**src/rtl/neuron_accumulator.sv**
```systemverilog
// Signed multiply-accumulate front end for the sigmoid unit: streams (x, w) beats per vector,
// emits {addr, sign, ovf} in sign-magnitude form. Optional macro NEURON_BIAS_EN adds in_bias.
module neuron_accumulator #(
    parameter int DATA_W    = 8,
    parameter int ACC_W     = 24,
    parameter int SHIFT     = 6,
    parameter int MAX_TERMS = 256
) (
    input  logic              clk,
    input  logic              rst_n,
    input  logic              in_valid,
    output logic              in_ready,
    input  logic [DATA_W-1:0] in_x,
    input  logic [DATA_W-1:0] in_w,
    input  logic              in_last,
`ifdef NEURON_BIAS_EN
    input  logic [ACC_W-1:0]  in_bias,
`endif
    output logic              out_valid,
    input  logic              out_ready,
    output logic [8:0]        out_addr,
    output logic              out_sign,
    output logic              out_ovf
);

    localparam int              CNT_W    = $clog2(MAX_TERMS);
    localparam logic [CNT_W-1:0] CNT_LAST = CNT_W'(MAX_TERMS - 1);

    localparam logic [2:0] IDLE  = 3'd0;
    localparam logic [2:0] ACC   = 3'd1;
    localparam logic [2:0] FLUSH = 3'd2;
    localparam logic [2:0] CONV  = 3'd3;
    localparam logic [2:0] OUT   = 3'd4;

    logic [2:0]               state_r;
    logic [2:0]               state_nx_s;
    logic [CNT_W-1:0]         cnt_r;
    logic                     in_ready_r;
    logic                     out_valid_r;
    logic [8:0]               out_addr_r;
    logic                     out_sign_r;
    logic                     out_ovf_r;
    logic                     accept_s;
    logic                     last_s;
    logic                     first_beat_s;
    logic signed [2*DATA_W-1:0] prod_s;
    logic signed [2*DATA_W-1:0] prod_r;
    logic                     prod_valid_r;
    logic                     prod_first_r;
    logic signed [ACC_W-1:0]  prod_ext_s;
    logic signed [ACC_W-1:0]  first_base_s;
    logic signed [ACC_W-1:0]  base_s;
    logic signed [ACC_W-1:0]  sum_s;
    logic signed [ACC_W-1:0]  acc_r;
    logic                     add_ovf_s;
    logic                     acc_ovf_r;
    logic [10:0]              conv_s;

    // Sign-magnitude conversion: {addr, sign, ovf}; the most negative value has no positive twin.
    function automatic logic [10:0] convert(input logic [ACC_W-1:0] acc, input logic sticky);
        logic [ACC_W-1:0] mag;
        logic [ACC_W-1:0] scaled;
        logic             is_min;
        logic             ovf;
        is_min = (acc == {1'b1, {(ACC_W-1){1'b0}}});
        if (acc[ACC_W-1]) begin
            mag = ~acc + {{(ACC_W-1){1'b0}}, 1'b1};
        end else begin
            mag = acc;
        end
        scaled = mag >> SHIFT;
        ovf    = sticky | is_min | (scaled > {{(ACC_W-9){1'b0}}, 9'h1FF});
        return {(ovf ? 9'h1FF : scaled[8:0]), acc[ACC_W-1], ovf};
    endfunction

    assign accept_s     = in_valid && in_ready_r;
    assign last_s       = in_last || (cnt_r == CNT_LAST);
    assign first_beat_s = (state_r == IDLE);
    assign prod_s       = $signed(in_x) * $signed(in_w);
    assign prod_ext_s   = {{(ACC_W-2*DATA_W){prod_r[2*DATA_W-1]}}, prod_r};
    assign sum_s        = base_s + prod_ext_s;
    assign add_ovf_s    = (base_s[ACC_W-1] == prod_ext_s[ACC_W-1]) &&
                          (sum_s[ACC_W-1] != base_s[ACC_W-1]);
    assign conv_s       = convert(acc_r, acc_ovf_r);

`ifdef NEURON_BIAS_EN
    logic signed [ACC_W-1:0] bias_r;

    // Bias rides along with the first beat so it is ready when that product lands.
    always_ff @(posedge clk) begin
        if (!rst_n) begin
            bias_r <= {ACC_W{1'b0}};
        end else if (accept_s && first_beat_s) begin
            bias_r <= in_bias;
        end else begin
            bias_r <= bias_r;
        end
    end

    assign first_base_s = bias_r;
`else
    assign first_base_s = {ACC_W{1'b0}};
`endif

    // Accumulator operand: restart from the bias (or zero) on the first product of a vector.
    always_comb begin
        base_s = acc_r;
        if (prod_first_r) begin
            base_s = first_base_s;
        end else begin
            base_s = acc_r;
        end
    end

    // Next-state logic.
    always_comb begin
        state_nx_s = state_r;
        case (state_r)
            IDLE, ACC: begin
                if (accept_s) begin
                    state_nx_s = last_s ? FLUSH : ACC;
                end else begin
                    state_nx_s = state_r;
                end
            end
            FLUSH:   state_nx_s = CONV;
            CONV:    state_nx_s = OUT;
            OUT: begin
                if (out_ready) begin
                    state_nx_s = IDLE;
                end else begin
                    state_nx_s = OUT;
                end
            end
            default: state_nx_s = IDLE;
        endcase
    end

    // State, registered in_ready and beat counter.
    always_ff @(posedge clk) begin
        if (!rst_n) begin
            state_r    <= IDLE;
            in_ready_r <= 1'b0;
            cnt_r      <= {CNT_W{1'b0}};
        end else begin
            state_r    <= state_nx_s;
            in_ready_r <= (state_nx_s == IDLE) || (state_nx_s == ACC);
            if (accept_s) begin
                cnt_r <= last_s ? {CNT_W{1'b0}} : cnt_r + {{(CNT_W-1){1'b0}}, 1'b1};
            end else begin
                cnt_r <= cnt_r;
            end
        end
    end

    // Product stage followed by the accumulate with sticky signed-overflow tracking.
    always_ff @(posedge clk) begin
        if (!rst_n) begin
            prod_r       <= {(2*DATA_W){1'b0}};
            prod_valid_r <= 1'b0;
            prod_first_r <= 1'b0;
            acc_r        <= {ACC_W{1'b0}};
            acc_ovf_r    <= 1'b0;
        end else begin
            prod_r       <= accept_s ? prod_s : prod_r;
            prod_valid_r <= accept_s;
            prod_first_r <= accept_s && first_beat_s;
            if (prod_valid_r) begin
                acc_r     <= sum_s;
                acc_ovf_r <= prod_first_r ? add_ovf_s : (acc_ovf_r | add_ovf_s);
            end else begin
                acc_r     <= acc_r;
                acc_ovf_r <= acc_ovf_r;
            end
        end
    end

    // Result registers: loaded in CONV, held under backpressure, released on handshake.
    always_ff @(posedge clk) begin
        if (!rst_n) begin
            out_valid_r <= 1'b0;
            out_addr_r  <= 9'h000;
            out_sign_r  <= 1'b0;
            out_ovf_r   <= 1'b0;
        end else if (state_r == CONV) begin
            out_valid_r <= 1'b1;
            out_addr_r  <= conv_s[10:2];
            out_sign_r  <= conv_s[1];
            out_ovf_r   <= conv_s[0];
        end else if ((state_r == OUT) && out_ready) begin
            out_valid_r <= 1'b0;
            out_addr_r  <= out_addr_r;
            out_sign_r  <= out_sign_r;
            out_ovf_r   <= out_ovf_r;
        end else begin
            out_valid_r <= out_valid_r;
            out_addr_r  <= out_addr_r;
            out_sign_r  <= out_sign_r;
            out_ovf_r   <= out_ovf_r;
        end
    end

    assign in_ready  = in_ready_r;
    assign out_valid = out_valid_r;
    assign out_addr  = out_addr_r;
    assign out_sign  = out_sign_r;
    assign out_ovf   = out_ovf_r;

endmodule

```
**config.mk**
```make
export PLATFORM = sky130hd
export DESIGN_NAME = neuron_accumulator
export DESIGN_NICKNAME = d
export VERILOG_FILES = /design/src/rtl/neuron_accumulator.sv
export SDC_FILE = /design/constraint.sdc
export NUM_CORES = 1
export LEC_CHECK = 0
export ABC_AREA = 1
export ABC_CLOCK_PERIOD_IN_PS = 8570
export BUFFER_PORTS_ARGS = -buffer_cell sky130_fd_sc_hd__buf_4
export CORE_MARGIN = 4
export CORE_UTILIZATION = 65
export CTS_BUF_LIST = sky130_fd_sc_hd__clkbuf_2 sky130_fd_sc_hd__clkbuf_4 sky130_fd_sc_hd__clkbuf_8
export DETAILED_ROUTE_END_ITERATION = 8
export GPL_TIMING_DRIVEN = 1
export PLACE_DENSITY = 0.84
export SYNTH_ARGS = -nofsm -noshare
export SYNTH_HDL_FRONTEND = slang
export SYNTH_SLANG_ARGS = --single-unit
```
**constraint.sdc**
```tcl
create_clock -name clk -period 8.57 [get_ports clk]
set_input_delay 0.4285 -clock clk [delete_from_list [all_inputs] [get_ports clk]]
set_output_delay 0.4285 -clock clk [all_outputs]
set_load 0.01 [all_outputs]
```
### Word level (Yosys, flattened, before mapping)

Index checks and enable logic that the tools add are counted.
Widths: inputs -> output; s select.

| word-level totals | value |
|---|---|
| word-level logic and storage cells | 51 |
| register bits after elaboration | 67 |
| bits of input ports | 21 |

| cells by class | value |
|---|---|
| $lt $le $gt $ge | 1 |
| multipliers | 1 |
| add/subtract/negate cells | 3 |
| multiplexer cells | 11 |
| equal/unequal tests | 9 |
| reductions and logical operators | 10 |
| bitwise logic cells | 4 |

Operators by type and width:

| cell | number |
|---|---|
| $mux 24 | 2 |
| $add 24x1->24 const B | 1 |
| $add 24x16->24 | 1 |
| $eq 24x24->1 const B | 1 |
| $not 24->24 | 1 |
| $gt 18x9->1 const B | 1 |
| $mul 8x8->16 | 1 |
| $pmux 3 s4 | 1 |
| $mux 9 | 1 |
| $add 8x1->8 const B | 1 |
| $eq 8x8->1 const B | 1 |
| $mux 8 | 1 |
| $eq 3x1->1 const B | 2 |
| $eq 3x2->1 const B | 2 |
| $logic_not 3->1 | 2 |
| $mux 3 | 2 |
| $logic_and 1x1->1 | 4 |
| $eq 3x3->1 const B | 1 |
| $mux 1 | 3 |
| $or 1x1->1 | 3 |
| $logic_or 1x1->1 | 2 |
| $mux 2 | 1 |
| $reduce_bool 2->1 | 1 |
| $reduce_or 2->1 | 1 |
| 2 further kinds | 2 |

### Depth between registers and ports, before layout

| depth | value |
|---|---|
| depth in word-level cells | 7 |
| mapped depth | 22 |

### Worst setup path before layout

No wires, ideal clock.

| timing path | value |
|---|---|
| path type | in2reg |
| from | input in_x[0] |
| to | register prod_r[13] |
| arrival time | 4297 ps |
| cell stages on the path | 20 |
| setup time | 109 ps |
| path slack | 4164 ps |
| path through | clkbuf_1 or2_2 fa_1 fa_1 inv_1 fa_1 inv_1 fa_1 inv_1 ha_1 nand2_1 inv_1 a21boi_0 o21ai_0 nand3_1 nand2_1 nand2_1 nand3_1 nand2_1 inv_1 |

| on the way | value |
|---|---|
| word-level cells in the longest chain between the ends | 1 |

Ends and longest elaborated chain:

| what | RTL line | text |
|---|---|---|
| from (decl) | 13 | `input logic [DATA_W-1:0] in_x,` |
| $mul 8x8->16 | 79 | `assign prod_s = $signed(in_x) * $signed(in_w);` |
| to (signal assigned) | 159 | `prod_r <= {(2*DATA_W){1'b0}};` |
| to (signal assigned) | 165 | `prod_r <= accept_s ? prod_s : prod_r;` |
| to (decl) | 47 | `logic signed [2*DATA_W-1:0] prod_r;` |

No other way between the ends.
A chain may end at the register's enable or synchronous reset.

### Final worst setup path

| timing path | value |
|---|---|
| from | input in_w[7] |
| to | register prod_r[13] |

| on the way | value |
|---|---|
| word-level cells in the longest chain between the ends | 1 |

Ends and longest elaborated chain:

| what | RTL line | text |
|---|---|---|
| from (decl) | 14 | `input logic [DATA_W-1:0] in_w,` |
| $mul 8x8->16 | 79 |  |

No other way between the ends.

==> impl_results.html <==
<table>
<tr><th>Metric</th><th>Value</th></tr>
<tr><th colspan="2">Outcome</th></tr>
<tr><td>Status</td><td>completed</td></tr>
<tr><th colspan="2">Place</th></tr>
<tr><td>Half-perimeter wire length after placement</td><td>~14000 um</td></tr>
<tr><td>Port bufs</td><td>33</td></tr>
<tr><td>Placement Cell Area</td><td>around 0.0076 sq mm</td></tr>
<tr><td>Routability-driven placement congestion ratio</td><td>around 1</td></tr>
<tr><th colspan="2">Floorplan</th></tr>
<tr><td>Initial Utilization</td><td>67.08%</td></tr>
<tr><td>I/O Pins</td><td>34</td></tr>
<tr><td>Die outline area</td><td>roughly 0.013 sq mm</td></tr>
<tr><td>Die Span Y</td><td>roughly 110 um</td></tr>
<tr><td>Die W</td><td>between 100 and 150 um</td></tr>
<tr><td>Core region area</td><td>0.01094 sq mm</td></tr>
<tr><td>Placement row count</td><td>38</td></tr>
<tr><th colspan="2">Synth</th></tr>
<tr><td>Number of enable-type register cells in the synthesized netlist</td><td>0</td></tr>
<tr><td>Proportion of synthesized area in mux cells</td><td>0%</td></tr>
<tr><td>Cell types occupying the most area after synthesis</td><td>dfxtp_1 (18%), fa_1 (15%), inv_1 (13%), nand2_1 (12%), ha_1 (9.0%)</td></tr>
<tr><td>Combinational family with the most area after synthesis</td><td>simple AND/OR/NAND/NOR gates</td></tr>
<tr><td>Primary flip-flop cell chosen by synthesis mapping</td><td>dfxtp_1</td></tr>
<tr><td>Yosys cell types</td><td>33</td></tr>
<tr><td>Fraction of registers with async set or reset after synthesis</td><td>0%</td></tr>
<tr><td>Synthesis-stage register bit count</td><td>67</td></tr>
<tr><td>Synth Area per Inst</td><td>roughly 6.4 sq um</td></tr>
<tr><td>Simple-gate portion of the synthesized area</td><td>~28%</td></tr>
<tr><td>Area share of the largest cell type after synthesis</td><td>between 10% and 20%</td></tr>
<tr><td>Top cell types by occurrence after synthesis</td><td>inv_1 (256), nand2_1 (240), nor2_1 (142), a21oi_1 (70), dfxtp_1 (67)</td></tr>
<tr><td>Post-Synth XOR/XNOR Area</td><td>between 3 and 4%</td></tr>
<tr><td>Post-synthesis share of cell area spent on full adders, half adders and majority gates</td><td>between 20 and 25%</td></tr>
<tr><td>Compound-Gate Fraction of Synth Area</td><td>around a tenth</td></tr>
<tr><td>Ys Warns</td><td>0</td></tr>
<tr><td>Most frequently used cell type in the post-synthesis netlist</td><td>inv_1</td></tr>
<tr><td>Synthesized net count</td><td>approximately 1300</td></tr>
<tr><td>Register area share after synthesis</td><td>roughly 18%</td></tr>
<tr><td>Post-synth design cell area</td><td>0.007336 sq mm</td></tr>
<tr><td>Yosys top cell by area</td><td>dfxtp_1</td></tr>
<tr><td>Post-synthesis instance total</td><td>1142</td></tr>
<tr><th colspan="2">Global routing</th></tr>
<tr><td>Overall Global Routing Usage</td><td>around 28%</td></tr>
<tr><td>Overall overflow remaining after global route</td><td>0</td></tr>
<tr><td>Antenna violations before repair</td><td>0</td></tr>
<tr><td>Vias in the first global route</td><td>a little under 7000</td></tr>
<tr><td>Wire length of the first global-routing pass</td><td>approximately 30000 um</td></tr>
<tr><td>Largest net degree at the start of global routing</td><td>47</td></tr>
<tr><th colspan="2">Final layout</th></tr>
<tr><td>Number of inserted filler cells in the final layout</td><td>972</td></tr>
<tr><td>Relative area change from synthesis to final layout</td><td>6.498%</td></tr>
<tr><td>Number of diodes</td><td>0</td></tr>
<tr><td>Nets@finish</td><td>roughly 1300</td></tr>
<tr><td>Post-route design area</td><td>about 0.0078 sq mm</td></tr>
<tr><td>Final core occ</td><td>just over 70%</td></tr>
<tr><td>Layout cell share with drive strength beyond 1</td><td>under 10%</td></tr>
<tr><th colspan="2">Pwr</th></tr>
<tr><td>Post-layout total power</td><td>1435 uW</td></tr>
<tr><td>Static leakage</td><td>around 0.0044 uW</td></tr>
<tr><td>VDD IR-drop max</td><td>~100 uV</td></tr>
<tr><td>Pwr Density</td><td>183.7 mW/mm^2</td></tr>
<tr><th colspan="2">Route</th></tr>
<tr><td>Number of DRC markers in iteration 0</td><td>between 400 and 500</td></tr>
<tr><td>Number of vias in the routed layout</td><td>just under 7000</td></tr>
<tr><td>Number of iterations in the first detailed-routing pass</td><td>5</td></tr>
<tr><td>Via-to-Cell Ratio</td><td>5.344</td></tr>
<tr><td>Number of design rule violations left after detail routing</td><td>0</td></tr>
<tr><td>Detailed-route wire length per cell</td><td>about 13 um</td></tr>
<tr><td>Post-route antenna net violation count</td><td>0</td></tr>
<tr><td>Final Routed Wirelength</td><td>about 17000 um</td></tr>
<tr><th colspan="2">Worst setup path</th></tr>
<tr><td>Cell repeated most along the worst path</td><td>inv_1</td></tr>
<tr><td>Worst setup SP type</td><td>primary input</td></tr>
<tr><td>Largest stage delay on the critical path</td><td>about 0.54 ns</td></tr>
<tr><td>Kind of end point of the critical path</td><td>flip-flop</td></tr>
<tr><td>Number of buffers and inverters on the critical path</td><td>7</td></tr>
<tr><td>Required time of the worst setup path</td><td>8.84 ns</td></tr>
<tr><td>Top Family by Delay on Critical Path</td><td>adder cells</td></tr>
<tr><td>Cell chain of the critical path</td><td>buf_4 -&gt; inv_1 -&gt; or2_2 -&gt; fa_1 -&gt; fa_1 -&gt; inv_1 -&gt; fa_1 -&gt; inv_1 -&gt; fa_1 -&gt; inv_1 -&gt; ha_1 -&gt; nand2_1 -&gt; inv_1 -&gt; a21boi_0 -&gt; o21ai_0 -&gt; nand3_1 -&gt; nand2_1 -&gt; nand2_1 -&gt; nand3_1 -&gt; nand2_1 -&gt; inv_1</td></tr>
<tr><td>Reg2reg start</td><td>prod_first_r</td></tr>
<tr><td>First element of the critical path</td><td>in_w[7]</td></tr>
<tr><td>Worst reg-to-reg path cell count</td><td>15</td></tr>
<tr><td>Critical R2R Capture</td><td>acc_r[16]</td></tr>
<tr><td>Biggest fanout along the worst timing path</td><td>8</td></tr>
<tr><td>Worst reg-to-reg setup slack</td><td>roughly 5.5 ns</td></tr>
<tr><td>Data arrival, critical path</td><td>between 4 and 5 ns</td></tr>
<tr><td>Kind of critical path</td><td>in2reg</td></tr>
<tr><td>Slowest library cell on the worst path</td><td>fa_1</td></tr>
<tr><th colspan="2">Min path</th></tr>
<tr><td>Terminating pin of the worst hold path</td><td>cnt_r[4]</td></tr>
<tr><td>Number of cells on the worst hold path</td><td>4</td></tr>
<tr><td>Type of the most critical hold path</td><td>in2reg</td></tr>
<tr><td>Origin of the worst min-delay path</td><td>in_last</td></tr>
<tr><th colspan="2">STA</th></tr>
<tr><td>Hold violation total from the final report</td><td>0</td></tr>
<tr><td>Transition time at the pin with the least slew margin</td><td>around 1.2 ns</td></tr>
<tr><td>Share of the clock period used by the worst path</td><td>roughly half</td></tr>
<tr><td>Post-route clock skew</td><td>about 0.017 ns</td></tr>
<tr><td>Aggregate negative setup slack</td><td>0 ns</td></tr>
<tr><td>Pins Over Slew Limit</td><td>0</td></tr>
<tr><td>Timing-limited maximum frequency</td><td>around 0.23 GHz</td></tr>
<tr><td>Worst relative slew slack</td><td>22.97%</td></tr>
<tr><td>Unrepaired setup endpoints after global routing</td><td>false</td></tr>
<tr><td>Worst hold slack</td><td>roughly 0.37 ns</td></tr>
<tr><td>Count of endpoints failing setup in the final report</td><td>0</td></tr>
<tr><td>Shortest clock period the worst path allows after layout</td><td>approximately 4.3 ns</td></tr>
<tr><th colspan="2">Clocking</th></tr>
<tr><td>Quantity of gates resized following cts</td><td>0</td></tr>
<tr><td>Clock buffer count from CTS</td><td>9</td></tr>
<tr><td>Post-CTS setup repair buffer count</td><td>0</td></tr>
<tr><td>Insertion delay of the later-clocked pin in the worst-skew pair</td><td>approximately 0.36 ns</td></tr>
<tr><td>CTS Hold Buffers Added</td><td>0</td></tr>
<tr><td>CTS tree</td><td>done</td></tr>
<tr><td>Number of buffers on the longest clock path</td><td>2</td></tr>
<tr><td>Clock slew seen by the registers of the worst setup and hold paths</td><td>0.08 ns</td></tr>
<tr><td>TritonCTS Sinks</td><td>67</td></tr>
<tr><td>Buffer type at the clock tree root</td><td>clkbuf_8</td></tr>
<tr><td>Count of H-tree levels built during CTS</td><td>3</td></tr>
<tr><th colspan="2">Run</th></tr>
<tr><td>Number of maximum-capacitance violations</td><td>0</td></tr>
</table>
==> worst reg2reg max path, stage by stage (launching register included) <==
cell	delay, ns
dfxtp_1	0.95
nor2_1	0.13
ha_1	0.25
inv_1	0.10
fa_1	0.22
inv_1	0.08
nand3_1	0.07
nand2_1	0.12
a21boi_1	0.34
o21ai_1	0.21
nand2_1	0.10
nand2_1	0.08
nand2_1	0.07
nand2_1	0.04
o21ai_1	0.14
inv_1	0.05
==> state kept, by name, summed over array words and instances, names as in the netlist <==
register,cells
cnt_r,8
acc_r,24
acc_ovf_r,1
state_r,3
prod_r,16
out_sign,1
prod_valid_r,1
in_ready,1
out_valid,1
prod_first_r,1
out_ovf,1
out_addr,9
==> where the power goes <==
| group | switching (uW) | leakage [uW] | internal (uW) |
|---|---|---|---|
| clock network | 128 | 0.0000916 | 135 |
| registers | 24.7 | 0.000546 | 333 |
| logic | 506 | 0.00377 | 308 |
==> worst max path at each step <==
stage	end	slack [ns]	cells after the start
2_1_floorplan	prod_r[13]	4.16	20
3_3_place_gp	prod_r[13]	3.99	21
3_5_place_dp	prod_r[13]	3.92	21
4_1_cts	prod_r[13]	4.31	21
5_1_grt	prod_r[12]	3.96	19
6_report	prod_r[13]	4.27	21
==> through the flow <==
stage               worst slack (ns)  cells
floorplan                      4.164   1142
global placement               3.995   1280
global route                   3.955   1295
detailed placement             3.921   1280
CTS                            4.307   1295
finish                         4.273   1295
==> final cells by class <==
class	count	area, sq um	share of cell area [%]
flip-flops and latches	67	1341	17.17
clock buffers	10	131.4	1.682
well taps	140	175.2	2.242
repair buffers	33	247.7	3.171
inverters	259	972.2	12.44
clock inverters	5	55.05	0.7047
multi-input cells	781	4890	62.59
==> cell families after synthesis <==
family / count (synthesis)
fa+ha+maj: 109
compound gates: 150
xor+xnor: 32
simple gates: 490
buf+inv: 294
flops: 67
==> routing by layer <==
| layer | GRT usage [%] | part of all wire [%] |
|---|---|---|
| met3 | 2.696 | 3.5 |
| met5 | 0 | 0 |
| met2 | 50.08 | 50 |
| met1 | 33.48 | 43 |
| met4 | 12.51 | 4.0 |
==> placed cells by master, fill, tap and decap left out, drive strengths merged, types with 3 or more instances in the layout <==
cell type | netlist | final
xor2 | 25 | 25
a31oi | 5 | 5
nand2 | 243 | 243
inv | 259 | 259
nand4 | 18 | 18
dfxtp | 67 | 67
nor3 | 15 | 15
or2 | 3 | 3
xnor2 | 7 | 7
nand3 | 58 | 58
nor2 | 149 | 149
clkbuf | 31 | 10
fa | 56 | 56
buf | 4 | 33
a21oi | 70 | 70
ha | 53 | 53
o21ai | 68 | 68
Power figures use the tool's default switching activity.
